`config.mk`:
```
export PLATFORM = sky130hd
export DESIGN_NAME = branch_resolver_flat
export DESIGN_NICKNAME = d
export VERILOG_FILES = /design/src/rtl/mmm_pkg.sv /design/src/rtl/branch_resolver_if.sv /design/src/rtl/pred_queue.sv /design/src/rtl/branch_resolver.sv /design/src/flat_wrapper.sv
export SDC_FILE = /design/constraint.sdc
export NUM_CORES = 1
export LEC_CHECK = 0
export ABC_AREA = 1
export BUFFER_PORTS_ARGS = -buffer_cell sky130_fd_sc_hd__buf_2
export CAP_MARGIN = 20
export CORE_MARGIN = 2
export CORE_UTILIZATION = 39
export DETAILED_ROUTE_END_ITERATION = 8
export GPL_TIMING_DRIVEN = 0
export PLACE_DENSITY_LB_ADDON = 0.08
export SETUP_SLACK_MARGIN = 0.3
export SYNTH_ARGS = -nofsm -noshare
export SYNTH_HDL_FRONTEND = slang
export SYNTH_SLANG_ARGS = --single-unit
```
`constraint.sdc`:
```
create_clock -name clk_i -period 8.7 [get_ports clk_i]
set_input_delay 1.305 -clock clk_i [delete_from_list [all_inputs] [get_ports clk_i]]
set_output_delay 1.305 -clock clk_i [all_outputs]
set_load 0.02 [all_outputs]
```
`src/rtl/mmm_pkg.sv`:
```
// Shared branch-unit definitions: address/history widths, the in-flight
// prediction entry, the resolution bundle and small compare helpers.
package mmm_pkg;

  localparam int XLEN = 32;
  localparam int HLEN = 10;

  typedef struct packed {
    logic [XLEN-1:0] pc;
    logic [HLEN-1:0] index;
    logic [XLEN-1:0] target;
    logic            taken;
  } pred_entry_t;

  typedef struct packed {
    logic            valid;
    logic [XLEN-1:0] pc;
    logic [HLEN-1:0] index;
    logic [XLEN-1:0] target;
    logic            taken;
    logic            mispredict;
  } res_bundle_t;

  // A prediction is wrong if the direction differs, or both say taken but
  // the targets disagree.
  function automatic logic is_mispredict(input logic            pred_taken,
                                         input logic [XLEN-1:0] pred_target,
                                         input logic            exe_taken,
                                         input logic [XLEN-1:0] exe_target);
    return (pred_taken != exe_taken) |
           (pred_taken & exe_taken & (pred_target != exe_target));
  endfunction

  // Sequential next pc; wraps modulo 2**XLEN.
  function automatic logic [XLEN-1:0] fallthrough_pc(input logic [XLEN-1:0] pc);
    return pc + XLEN'(4);
  endfunction

endpackage

```
`src/rtl/branch_resolver_if.sv`:
```
// Handshake/bus bundle between fetch/execute and the branch resolver.
// master = fetch/execute side, slave = branch_resolver.
interface branch_resolver_if #(
  parameter int XLEN = mmm_pkg::XLEN,
  parameter int HLEN = mmm_pkg::HLEN
);
  logic            pred_valid_i;
  logic            pred_ready_o;
  logic [XLEN-1:0] pred_pc_i;
  logic [HLEN-1:0] pred_index_i;
  logic [XLEN-1:0] pred_target_i;
  logic            pred_taken_i;
  logic            exe_valid_i;
  logic            exe_ready_o;
  logic            exe_taken_i;
  logic [XLEN-1:0] exe_target_i;
  logic            res_valid_o;
  logic [XLEN-1:0] res_pc_o;
  logic [HLEN-1:0] res_index_o;
  logic [XLEN-1:0] res_target_o;
  logic            res_taken_o;
  logic            res_mispredict_o;
  logic            redirect_valid_o;
  logic [XLEN-1:0] redirect_pc_o;

  modport master (
    output pred_valid_i, pred_pc_i, pred_index_i, pred_target_i, pred_taken_i,
    output exe_valid_i, exe_taken_i, exe_target_i,
    input  pred_ready_o, exe_ready_o,
    input  res_valid_o, res_pc_o, res_index_o, res_target_o, res_taken_o,
    input  res_mispredict_o, redirect_valid_o, redirect_pc_o
  );

  modport slave (
    input  pred_valid_i, pred_pc_i, pred_index_i, pred_target_i, pred_taken_i,
    input  exe_valid_i, exe_taken_i, exe_target_i,
    output pred_ready_o, exe_ready_o,
    output res_valid_o, res_pc_o, res_index_o, res_target_o, res_taken_o,
    output res_mispredict_o, redirect_valid_o, redirect_pc_o
  );
endinterface

```
`src/rtl/pred_queue.sv`:
```
// In-order circular FIFO of in-flight predictions. No fall-through: a push
// while full is refused even if a pop happens in the same cycle, and a pop
// while empty is ignored. clear empties the queue and drops same-cycle ops.
module pred_queue
  import mmm_pkg::*;
#(
  parameter int DEPTH = 4
) (
  input  logic        clk,
  input  logic        rst_n,
  input  logic        clear,
  input  logic        push,
  input  pred_entry_t push_data,
  input  logic        pop,
  output pred_entry_t head,
  output logic        full,
  output logic        empty
);

  localparam int AW = $clog2(DEPTH);
  localparam int CW = AW + 1;

  pred_entry_t     mem_r [DEPTH];
  logic [AW-1:0]   wr_ptr_r;
  logic [AW-1:0]   rd_ptr_r;
  logic [CW-1:0]   count_r;
  logic            push_ok_s;
  logic            pop_ok_s;

  // Status flags and qualified push/pop.
  always_comb begin
    full      = (count_r == CW'(DEPTH));
    empty     = (count_r == CW'(0));
    push_ok_s = push & ~full & ~clear;
    pop_ok_s  = pop & ~empty & ~clear;
    head      = mem_r[rd_ptr_r];
  end

  // Pointers wrap naturally at AW bits; occupancy tracks push minus pop.
  always_ff @(posedge clk or negedge rst_n) begin
    if (!rst_n) begin
      wr_ptr_r <= '0;
      rd_ptr_r <= '0;
      count_r  <= '0;
    end else if (clear) begin
      wr_ptr_r <= '0;
      rd_ptr_r <= '0;
      count_r  <= '0;
    end else begin
      if (push_ok_s) wr_ptr_r <= wr_ptr_r + AW'(1);
      if (pop_ok_s)  rd_ptr_r <= rd_ptr_r + AW'(1);
      count_r <= count_r + CW'(push_ok_s) - CW'(pop_ok_s);
    end
  end

  // Entry storage; written only on an accepted push.
  always_ff @(posedge clk or negedge rst_n) begin
    if (!rst_n) begin
      for (int i = 0; i < DEPTH; i++) mem_r[i] <= '0;
    end else if (push_ok_s) begin
      mem_r[wr_ptr_r] <= push_data;
    end
  end

endmodule

```
`src/rtl/branch_resolver.sv`:
```
// Branch resolver: queues predictions from fetch, pairs the oldest with the
// execute outcome, and emits a registered resolution bundle plus a
// front-end redirect on mispredict. A mispredict or flush empties the queue.
// Optional BRU_PERF_CNT_EN adds saturating branch/mispredict counters.
module branch_resolver #(
  parameter int DEPTH = 4,
  parameter int XLEN  = mmm_pkg::XLEN,
  parameter int HLEN  = mmm_pkg::HLEN
) (
  input  logic clk_i,
  input  logic rst_n_i,
  input  logic flush_i,
  branch_resolver_if.slave bus
`ifdef BRU_PERF_CNT_EN
  ,
  output logic [31:0] perf_branches_o,
  output logic [31:0] perf_mispred_o
`endif
);
  import mmm_pkg::*;

  pred_entry_t     push_entry_s;
  pred_entry_t     head_s;
  logic            full_s;
  logic            empty_s;
  logic            push_s;
  logic            pop_s;
  logic            mispredict_s;
  logic            clear_s;
  logic [XLEN-1:0] redirect_pc_s;

  res_bundle_t     res_r;
  logic            redirect_valid_r;
  logic [XLEN-1:0] redirect_pc_r;

  // Handshakes, head compare and queue clear (flush or resolved mispredict).
  always_comb begin
    push_s        = bus.pred_valid_i & ~full_s;
    pop_s         = bus.exe_valid_i & ~empty_s;
    mispredict_s  = is_mispredict(head_s.taken, head_s.target,
                                  bus.exe_taken_i, bus.exe_target_i);
    clear_s       = flush_i | (pop_s & mispredict_s);
    redirect_pc_s = bus.exe_taken_i ? bus.exe_target_i : fallthrough_pc(head_s.pc);
    push_entry_s  = '{pc:     bus.pred_pc_i,
                      index:  bus.pred_index_i,
                      target: bus.pred_target_i,
                      taken:  bus.pred_taken_i};
  end

  pred_queue #(.DEPTH(DEPTH)) u_queue (
    .clk       (clk_i),
    .rst_n     (rst_n_i),
    .clear     (clear_s),
    .push      (push_s),
    .push_data (push_entry_s),
    .pop       (pop_s),
    .head      (head_s),
    .full      (full_s),
    .empty     (empty_s)
  );

  // Resolution registers: load on pop, valids pulse for one cycle, flush wins.
  always_ff @(posedge clk_i or negedge rst_n_i) begin
    if (!rst_n_i) begin
      res_r            <= '0;
      redirect_valid_r <= 1'b0;
      redirect_pc_r    <= '0;
    end else if (flush_i) begin
      res_r.valid      <= 1'b0;
      redirect_valid_r <= 1'b0;
    end else if (pop_s) begin
      res_r            <= '{valid:      1'b1,
                            pc:         head_s.pc,
                            index:      head_s.index,
                            target:     bus.exe_target_i,
                            taken:      bus.exe_taken_i,
                            mispredict: mispredict_s};
      redirect_valid_r <= mispredict_s;
      redirect_pc_r    <= redirect_pc_s;
    end else begin
      res_r.valid      <= 1'b0;
      redirect_valid_r <= 1'b0;
    end
  end

  assign bus.pred_ready_o     = ~full_s;
  assign bus.exe_ready_o      = ~empty_s;
  assign bus.res_valid_o      = res_r.valid;
  assign bus.res_pc_o         = XLEN'(res_r.pc);
  assign bus.res_index_o      = HLEN'(res_r.index);
  assign bus.res_target_o     = XLEN'(res_r.target);
  assign bus.res_taken_o      = res_r.taken;
  assign bus.res_mispredict_o = res_r.mispredict;
  assign bus.redirect_valid_o = redirect_valid_r;
  assign bus.redirect_pc_o    = redirect_pc_r;

`ifdef BRU_PERF_CNT_EN
  logic [31:0] perf_branches_r;
  logic [31:0] perf_mispred_r;

  // Saturating event counters driven by the output pulses; flush has no effect.
  always_ff @(posedge clk_i or negedge rst_n_i) begin
    if (!rst_n_i) begin
      perf_branches_r <= 32'd0;
      perf_mispred_r  <= 32'd0;
    end else begin
      if (res_r.valid && (perf_branches_r != 32'hFFFF_FFFF))
        perf_branches_r <= perf_branches_r + 32'd1;
      if (redirect_valid_r && (perf_mispred_r != 32'hFFFF_FFFF))
        perf_mispred_r <= perf_mispred_r + 32'd1;
    end
  end

  assign perf_branches_o = perf_branches_r;
  assign perf_mispred_o  = perf_mispred_r;
`endif

endmodule

```
`src/flat_wrapper.sv`:
```
// flat-port wrapper written by rule: the top's interface ports become plain ports
module branch_resolver_flat import mmm_pkg::*;
#(
  parameter int DEPTH = 4,
  parameter int XLEN  = mmm_pkg::XLEN,
  parameter int HLEN  = mmm_pkg::HLEN
)
  (clk_i, rst_n_i, flush_i, bus_pred_valid_i, bus_pred_pc_i, bus_pred_index_i, bus_pred_target_i, bus_pred_taken_i, bus_exe_valid_i, bus_exe_taken_i, bus_exe_target_i, bus_pred_ready_o, bus_exe_ready_o, bus_res_valid_o, bus_res_pc_o, bus_res_index_o, bus_res_target_o, bus_res_taken_o, bus_res_mispredict_o, bus_redirect_valid_o, bus_redirect_pc_o);
  branch_resolver_if #(.XLEN(XLEN), .HLEN(HLEN)) bus_i ();
  input  logic clk_i;
  input  logic rst_n_i;
  input  logic flush_i;
  input wire logic [$bits(bus_i.pred_valid_i)-1:0] bus_pred_valid_i;
  input wire logic [$bits(bus_i.pred_pc_i)-1:0] bus_pred_pc_i;
  input wire logic [$bits(bus_i.pred_index_i)-1:0] bus_pred_index_i;
  input wire logic [$bits(bus_i.pred_target_i)-1:0] bus_pred_target_i;
  input wire logic [$bits(bus_i.pred_taken_i)-1:0] bus_pred_taken_i;
  input wire logic [$bits(bus_i.exe_valid_i)-1:0] bus_exe_valid_i;
  input wire logic [$bits(bus_i.exe_taken_i)-1:0] bus_exe_taken_i;
  input wire logic [$bits(bus_i.exe_target_i)-1:0] bus_exe_target_i;
  output wire logic [$bits(bus_i.pred_ready_o)-1:0] bus_pred_ready_o;
  output wire logic [$bits(bus_i.exe_ready_o)-1:0] bus_exe_ready_o;
  output wire logic [$bits(bus_i.res_valid_o)-1:0] bus_res_valid_o;
  output wire logic [$bits(bus_i.res_pc_o)-1:0] bus_res_pc_o;
  output wire logic [$bits(bus_i.res_index_o)-1:0] bus_res_index_o;
  output wire logic [$bits(bus_i.res_target_o)-1:0] bus_res_target_o;
  output wire logic [$bits(bus_i.res_taken_o)-1:0] bus_res_taken_o;
  output wire logic [$bits(bus_i.res_mispredict_o)-1:0] bus_res_mispredict_o;
  output wire logic [$bits(bus_i.redirect_valid_o)-1:0] bus_redirect_valid_o;
  output wire logic [$bits(bus_i.redirect_pc_o)-1:0] bus_redirect_pc_o;
  assign bus_i.pred_valid_i = bus_pred_valid_i;
  assign bus_i.pred_pc_i = bus_pred_pc_i;
  assign bus_i.pred_index_i = bus_pred_index_i;
  assign bus_i.pred_target_i = bus_pred_target_i;
  assign bus_i.pred_taken_i = bus_pred_taken_i;
  assign bus_i.exe_valid_i = bus_exe_valid_i;
  assign bus_i.exe_taken_i = bus_exe_taken_i;
  assign bus_i.exe_target_i = bus_exe_target_i;
  assign bus_pred_ready_o = bus_i.pred_ready_o;
  assign bus_exe_ready_o = bus_i.exe_ready_o;
  assign bus_res_valid_o = bus_i.res_valid_o;
  assign bus_res_pc_o = bus_i.res_pc_o;
  assign bus_res_index_o = bus_i.res_index_o;
  assign bus_res_target_o = bus_i.res_target_o;
  assign bus_res_taken_o = bus_i.res_taken_o;
  assign bus_res_mispredict_o = bus_i.res_mispredict_o;
  assign bus_redirect_valid_o = bus_i.redirect_valid_o;
  assign bus_redirect_pc_o = bus_i.redirect_pc_o;
  branch_resolver #(.DEPTH(DEPTH), .XLEN(XLEN), .HLEN(HLEN)) u_core (.clk_i(clk_i), .rst_n_i(rst_n_i), .flush_i(flush_i), .bus(bus_i));
endmodule
```
==> results.md, run 1 <==
- Status: finished, final reports clean
- Synthesized Nets: around 2800
- Pwr Total: a little over 9 mW
- Fin Clk Skew: 0.02231 ns
- Starting Density: between 30% and 40%
- Final wirelength: between 80 and 90 mm
- Max Slew Vio Count: 0
- Core box area: 52450 sq um
- RSZ-0062 raised after global routing: false
- Die Wd: roughly 230 microns
- Leading cell type in the layout, fill and taps excluded: nand2_1
- Full die area: 54860 sq um
- Hold_buf cts: 0
- Main flop type after synthesis: dfrtp_1
- TritonCTS buffer count: 48
- Largest area contributor in the netlist: dfrtp_1
- Time the worst path needs with I/O delays and setup: 5.428 ns
- Synth Area per Inst: 7.751 sq um
- Drt drc: 0
- Worst Hold Slack: 0.4644 ns
- Yosys cell types: 38
- CP Max Fanout: 10
- FF/Latch Area: 10440 sq um
- Gpl congestion: 0.9150
- Number of vias per cell: 5.693
- DR iter-0 viols: 2201
- Drt wl/cell: roughly 24 microns
- Root Driver: clkbuf_16
- EDFF count, synth: 0
- Final layout net count: between 3000 and 4000
- DR vias: 20904
- Period Utilization, post-route: 62.39%
- Register area share after synthesis: 50.48%
- Synthesized area: 20670 sq um
- Multi-input gate area: between 8000 and 9000 sq um
- Drt pass-1 iters: 6
- Asr flop ratio synth: 100.0%
- CP endpoint kind: flop
- Final setup viols: 0
- Htree depth: 2
- PwrDens: 382.2 nW/um^2
- Most frequent cells in the layout: nand2_1, dfrtp_1, nand4_1
- P&R area growth vs syn: 17.92%
- HP Class: flop to flop
- Syn Inst Count: 2667
- Initial antenna violation count: 4
- Leakage power: 12.74 nW
- Post-CTS setup buffer count: 0
- Peak Freq: 184.2 MHz
- WS Path Type: flop to flop
- Fill cells: 5292
- Ratio of cells with drive above 1 in the final layout: between 10 and 15%
- IO Pins: between 200 and 250
- Setup TNS: 0 ns
- Post-route ant nets: 0
- IO buf count: 224
- # clock sinks: 417
- Max Root-Sink Buffers: 3
- Worst-Margin Slew: 0.9949 ns
- CTS tree: built
- Dpl hpwl: 61.90 mm
- Worst EP arrival: 5.90 ns
- Gr usage total: 31.56%
- Max-Cap Viols: 0
- Top cells by area, synth: dfrtp_1, nand2_1, nand4_1, nand3_1, o21ai_0
- Yosys warnings: 0
- Peak supply drop: 170.0 uV
- Resized cells post-CTS: 0
- CTS clk-pin slew, worst paths: 0.06 ns
- First-pass GRT wire length: 127.6 mm
- Rows: 84
- Final Hold Violating Endpoints: 0
- Largest net degree at the start of global routing: approximately 100
- Post-synth top area share: 50.48%
- Gr ovfl total: 0
- Worst-Skew Late Latency: 0.60 ns
- Worst Path Required: 9.17 ns
- Vert. Die Dim: 234.2 microns
- Startpoint Class: flop
- Vias in the first global route: 19624
- Slew margin rel.: 33.67%
- #FFs+latches synth: ~420
-- power by group --
group	total, mW	internal, mW	switching, mW
Clock	2.09	1.23	0.864
Combinational	3.94	1.15	2.80
Sequential	3.28	2.78	0.498
Total	9.32	5.16	4.16
-- path summary, 6_finish.rpt --
path,start,end,slack [ns],cells after the start
max,u_core.u_queue.rd_ptr_r[0]$_DFFE_PN0P_,u_core.u_queue.count_r[2]$_DFF_PN0_,3.27,22
min,u_core.bus.res_target_o[13]$_DFFE_PN0P_,u_core.bus.res_target_o[13]$_DFFE_PN0P_,0.46,2
max reg2reg,u_core.u_queue.rd_ptr_r[0]$_DFFE_PN0P_,u_core.u_queue.count_r[2]$_DFF_PN0_,3.27,22
min reg2reg,u_core.bus.res_target_o[13]$_DFFE_PN0P_,u_core.bus.res_target_o[13]$_DFFE_PN0P_,0.46,2
max in group asynchronous,rst_n_i,u_core.u_queue.mem_r[281]$_DFFE_PN0P_,6.54,3
min in group asynchronous,rst_n_i,u_core.bus.res_target_o[20]$_DFFE_PN0P_,0.63,1
-- flip-flops by register name, indices dropped and copies added, names as in the netlist --
register                     cells
u_core.bus.redirect_valid_o      1
u_core.bus.res_mispredict_o      1
u_core.u_queue.wr_ptr_r          2
u_core.u_queue.count_r           3
u_core.bus.res_pc_o             32
u_core.bus.res_taken_o           1
u_core.bus.res_index_o          10
u_core.bus.redirect_pc_o        32
u_core.bus.res_target_o         32
u_core.u_queue.rd_ptr_r          2
u_core.bus.res_valid_o           1
u_core.u_queue.mem_r           300
-- layout make-up --
| type | instances | area share, % |
|---|---|---|
| flip-flops and latches | 417 | 42.81 |
| multi-input cells | 1956 | 36.34 |
| clock buffers | 71 | 5.903 |
| repair buffers | 228 | 5.092 |
| plain buffers | 204 | 4.255 |
| well taps | 688 | 3.532 |
| inverters | 90 | 1.396 |
| clock inverters | 16 | 0.6468 |
| diodes | 2 | 0.02053 |
-- cell usage after synthesis (8+ instances only) --
cell type	count
nand4_1	310
a22oi_1	12
buf_2	46
o211ai_1	11
nand2_1	1184
nor2_1	84
a21oi_1	9
ha_1	8
nand3_1	178
buf_4	43
o21ai_0	100
o22ai_1	14
clkbuf_1	101
inv_1	86
dfrtp_1	417
-- logic make-up after synthesis --
family | after synthesis | share of synthesized area [%]
flops | 417 | 50.48
buf+inv | 294 | 6.664
compound gates | 162 | 4.564
fa+ha+maj | 9 | 0.5811
xor+xnor | 6 | 0.2542
simple gates | 1779 | 37.46
-- worst max-delay path: stages (launching register included) --
cell and delay [ns]:
dfrtp_1 0.34, buf_6 0.13, buf_6 0.18, buf_4 0.21, buf_4 0.23, buf_2 0.28
clkbuf_1 0.50, clkbuf_1 0.59, o21ai_0 0.20, o22ai_1 0.31, ha_1 0.29, inv_1 0.05
nand2_1 0.17, a21oi_4 0.22, buf_4 0.29, nand2_1 0.11, ha_1 0.33, inv_1 0.06
ha_1 0.13, inv_1 0.05, fa_1 0.38, xor2_1 0.18, nor2_1 0.06
-- routing by layer --
layer  vias to the layer above  GRT usage, %  routed length [microns]
met1                     10267         44.63                    37130
met2                      1070         48.01                    38360
li1                       9420             -                        -
met5                         -             0                        0
met3                       147         6.335                     8407
met4                         0         11.19                     2917
-- metrics by stage --
stage | worst slack (ns) | instance area (sq um) | cells | utilization, %
5_1_grt | 3.052 | 24370 | 3671 | 46.47
2_1_floorplan | 4.846 | 20670 | 2667 | -
3_5_place_dp | 3.340 | 22770 | 3583 | 43.42
6_report | 3.272 | 24370 | 3672 | 46.48
3_3_place_gp | -2.459 | 22650 | 3579 | 43.19
4_1_cts | 3.327 | 24370 | 3670 | 46.47
No activity file was read; power rests on OpenSTA's default activity.
==> run 2: changes to the inputs <==
Clock period 8.7 ns to 5 ns, I/O delays scaled along.
==> run 2 against run 1 <==
Cell area grew 0.34%. Hold slack got worse by 0.39 ns. Routed wire length increased by 0.10%. Combinational power up 75%. Clock skew shrank 0.0015 ns. Global-route usage about the same. Critical path depth fell by 2. Clock power up 74%. Register-to-register slack got worse by 2.8 ns. Worst setup slack lost 2.8 ns. Core utilization rose by 0.16 points. Sequential share of layout area fell by 0.14 points. Largest power group unchanged. Highest routed layer unchanged.
==> results.md, run 2 (synthesis results as in run 1) <==
- Rows: 84 (unchanged)
- CP delay by family, top: buffers and inverters (unchanged)
- Period Utilization, post-route: 91.09% (was 62.39%)
- Drt drc: 0 (unchanged)
- Starting Density: 39.41% (unchanged)
- Area post-placement: 22770 sq um (unchanged)
- NetSw: 7.240 mW (was 4.157 mW)
- TritonCTS buffer count: 48 (unchanged)
- Peak supply drop: 313.0 uV (was 170.0 uV)
- # clock sinks: 417 (unchanged)
- Sequential fraction of design power: 35.1% (was 35.2%)
- Setup slack, reg-to-reg: 0.45 ns (was 3.27 ns)
- Reg2reg end: u_core.u_queue.count_r[2]$_DFF_PN0_ (unchanged)
- RSZ-0062 raised after global routing: false (unchanged)
- Startpoint Class: flop (unchanged)
- Max-Cap Viols: 0 (unchanged)
- Final Hold Violating Endpoints: 0 (unchanged)
- Drt pass-1 iters: 6 (unchanged)
- Number of flip-flops in the largest register: 300 (unchanged)
- Full die area: 54860 sq um (unchanged)
- Clock share of power: 22.4% (was 22.5%)
- Initial antenna violation count: 4 (unchanged)
- CTS clk-pin slew, worst paths: 0.06 ns (about the same)
- IO buf count: 224 (unchanged)
- CP Max Fanout: 10 (unchanged)
- Slew margin rel.: 29.03% (was 33.67%)
- Max Slew Vio Count: 0 (unchanged)
- Max Root-Sink Buffers: 3 (unchanged)
- Final layout net count: 3068 (was 3067)
- WS Path Type: flop to flop (unchanged)
- Time the worst path needs with I/O delays and setup: 4.554 ns (was 5.428 ns)
- Worst Path Required: 5.48 ns (was 9.17 ns)
- Ratio of cells with drive above 1 in the final layout: 14.08% (was 13.82%)
- DR vias: 20920 (was 20904)
- Leading cell type in the layout, fill and taps excluded: nand2_1 (unchanged)
- Root Driver: clkbuf_16 (unchanged)
- PwrDens: 664.5 nW/um^2 (was 382.2 nW/um^2)
- First-pass GRT wire length: 127.6 mm (about the same)
- Post-route ant nets: 0 (unchanged)
- CP max-delay cell: nor2_1 (was clkbuf_1)
- Most frequent cells in the layout: nand2_1, dfrtp_1, nand4_1 (unchanged)
- P_int: 9.010 mW (was 5.158 mW)
- Final instance area: 24460 sq um (was 24370 sq um)
- Gr usage total: 31.57% (was 31.56%)
- Largest net degree at the start of global routing: 101 (unchanged)
- CTS tree: built (unchanged)
- Combinational Power Share: 42.5% (was 42.3%)
- Worst R2R Path Depth: 20 (was 22)
- Gr ovfl total: 0 (unchanged)
- Net Sw Frac: 44.55% (was 44.63%)
- Vert. Die Dim: 234.2 microns (unchanged)
- Setup TNS: 0 ns (unchanged)
- Vias in the first global route: 19616 (was 19624)
- Status: finished, final reports clean (unchanged)
- Register with the most flip-flops: u_core.u_queue.mem_r (unchanged)
- DR iter-0 viols: 2241 (was 2201)
- Worst-Margin Slew: 1.064 ns (was 0.9949 ns)
- CP endpoint kind: flop (unchanged)
- Final setup viols: 0 (unchanged)
- Peak Freq: 219.6 MHz (was 184.2 MHz)
- Worst EP arrival: 5.03 ns (was 5.90 ns)
- HP Class: input port to asynchronous set/reset pin (was flop to flop)
- Drt wl/cell: 23.66 microns (was 23.64 microns)
- Number of vias per cell: 5.696 (was 5.693)
- Dpl hpwl: 61.90 mm (unchanged)
- Final wirelength: 86.91 mm (was 86.82 mm)
- Cell Chain, Critical Path: buf_6, inv_2, buf_8, buf_6, buf_6, buf_4, buf_4, o21ai_0, o22ai_1, ha_1, inv_1, nand2_1, nor2_1, ha_1, inv_1, ha_1, inv_1, fa_1, xor2_1, nor2_1 (was buf_6, buf_6, buf_4, buf_4, buf_2, clkbuf_1, clkbuf_1, o21ai_0, o22ai_1, ha_1, inv_1, nand2_1, a21oi_4, buf_4, nand2_1, ha_1, inv_1, ha_1, inv_1, fa_1, xor2_1, nor2_1)
- Leakage power: 12.79 nW (was 12.74 nW)
- Worst R2R Start: u_core.u_queue.rd_ptr_r[1]$_DFFE_PN0P_ (was u_core.u_queue.rd_ptr_r[0]$_DFFE_PN0P_)
- P&R area growth vs syn: 18.32% (was 17.92%)
- Worst-Skew Late Latency: 0.60 ns (about the same)
- Htree depth: 2 (unchanged)
- Fin Clk Skew: 0.02086 ns (was 0.02231 ns)
- Die Wd: 234.2 microns (unchanged)
- Largest stage delay, worst path: 0.56 ns (was 0.59 ns)
- Gpl congestion: 0.9150 (unchanged)
- IO Pins: 225 (unchanged)
- Core box area: 52450 sq um (unchanged)
- Critical path buffer and inverter count: 10 (was 11)
## run 2: cell count changes in the layout (fill, tap and decap cells not counted)
cell      previous run  this run
clkbuf_4             0         2
buf_8                1         2
buf_2              269       265
buf_12               0         1
buf_6                7        12
clkbuf_1           110       103
buf_4               43        46
## run 2: how the worst max path moves through the flow
stage                                           start                                    end  cells after the start
3_5_place_dp   u_core.u_queue.rd_ptr_r[0]$_DFFE_PN0P_    u_core.u_queue.count_r[2]$_DFF_PN0_                     22
6_report       u_core.u_queue.rd_ptr_r[1]$_DFFE_PN0P_    u_core.u_queue.count_r[2]$_DFF_PN0_                     20
2_1_floorplan  u_core.u_queue.rd_ptr_r[0]$_DFFE_PN0P_    u_core.u_queue.count_r[2]$_DFF_PN0_                     23
4_1_cts        u_core.u_queue.rd_ptr_r[0]$_DFFE_PN0P_    u_core.u_queue.count_r[2]$_DFF_PN0_                     23
3_3_place_gp                                  rst_n_i  u_core.u_queue.mem_r[132]$_DFFE_PN0P_                      1
5_1_grt        u_core.u_queue.rd_ptr_r[1]$_DFFE_PN0P_    u_core.u_queue.count_r[2]$_DFF_PN0_                     20
## run 2: cell type report
class	count	area, sq um
Antenna cell	2	5.005
Buffer	204	1112
Clock buffer	71	1439
Clock inverter	16	157.7
Fill cell	5277	27990
Inverter	90	340.3
Multi-Input combinational cell	1956	8859
Sequential cell	417	10440
Tap cell	688	860.8
Timing Repair Buffer	229	1249
## run 2: metrics by stage
stage          setup slack, ns  util, %  hold slack [ns]  power [mW]  cells
6_report                0.4457    46.63          0.07648       16.25   3673
5_1_grt                 0.3019    46.63           0.1413       17.22   3672
4_1_cts                 0.3128    46.53           0.1222       16.14   3670
3_5_place_dp           -0.3604    43.42           0.4561       12.47   3583
3_3_place_gp            -5.604    43.19           0.4540       12.34   3579
2_1_floorplan            1.146        -           0.4442       9.773   2667
## run 2: layer usage
layer / up-vias / track usage, % / wire [microns] / share of wire [%]
li1: 9429 / - / - / -
met1: 10258 / 44.82 / 37340 / 43
met2: 1080 / 47.99 / 38090 / 44
met3: 153 / 6.141 / 8363 / 9.6
met4: 0 / 11.17 / 3112 / 3.6
met5: - / 0 / 0 / 0
## run 2: repair_timing
action | in CTS | in global routing
resized for setup | 17 | 17
buffers inserted | 0 | 1
endpoints found under the setup margin | 133 | 2
hold buffers | 0 | 0
pin swaps | 0 | 2
## run 2: power groups by stage
stage               logic [mW]  registers, mW  clock network (mW)
floorplan                 3.82           5.95                   0
global placement          6.64           5.70                   0
detailed placement        6.75           5.72                   0
CTS                       6.80           5.68                3.66
global route              7.57           5.86                3.79
finish                    6.91           5.71                3.64
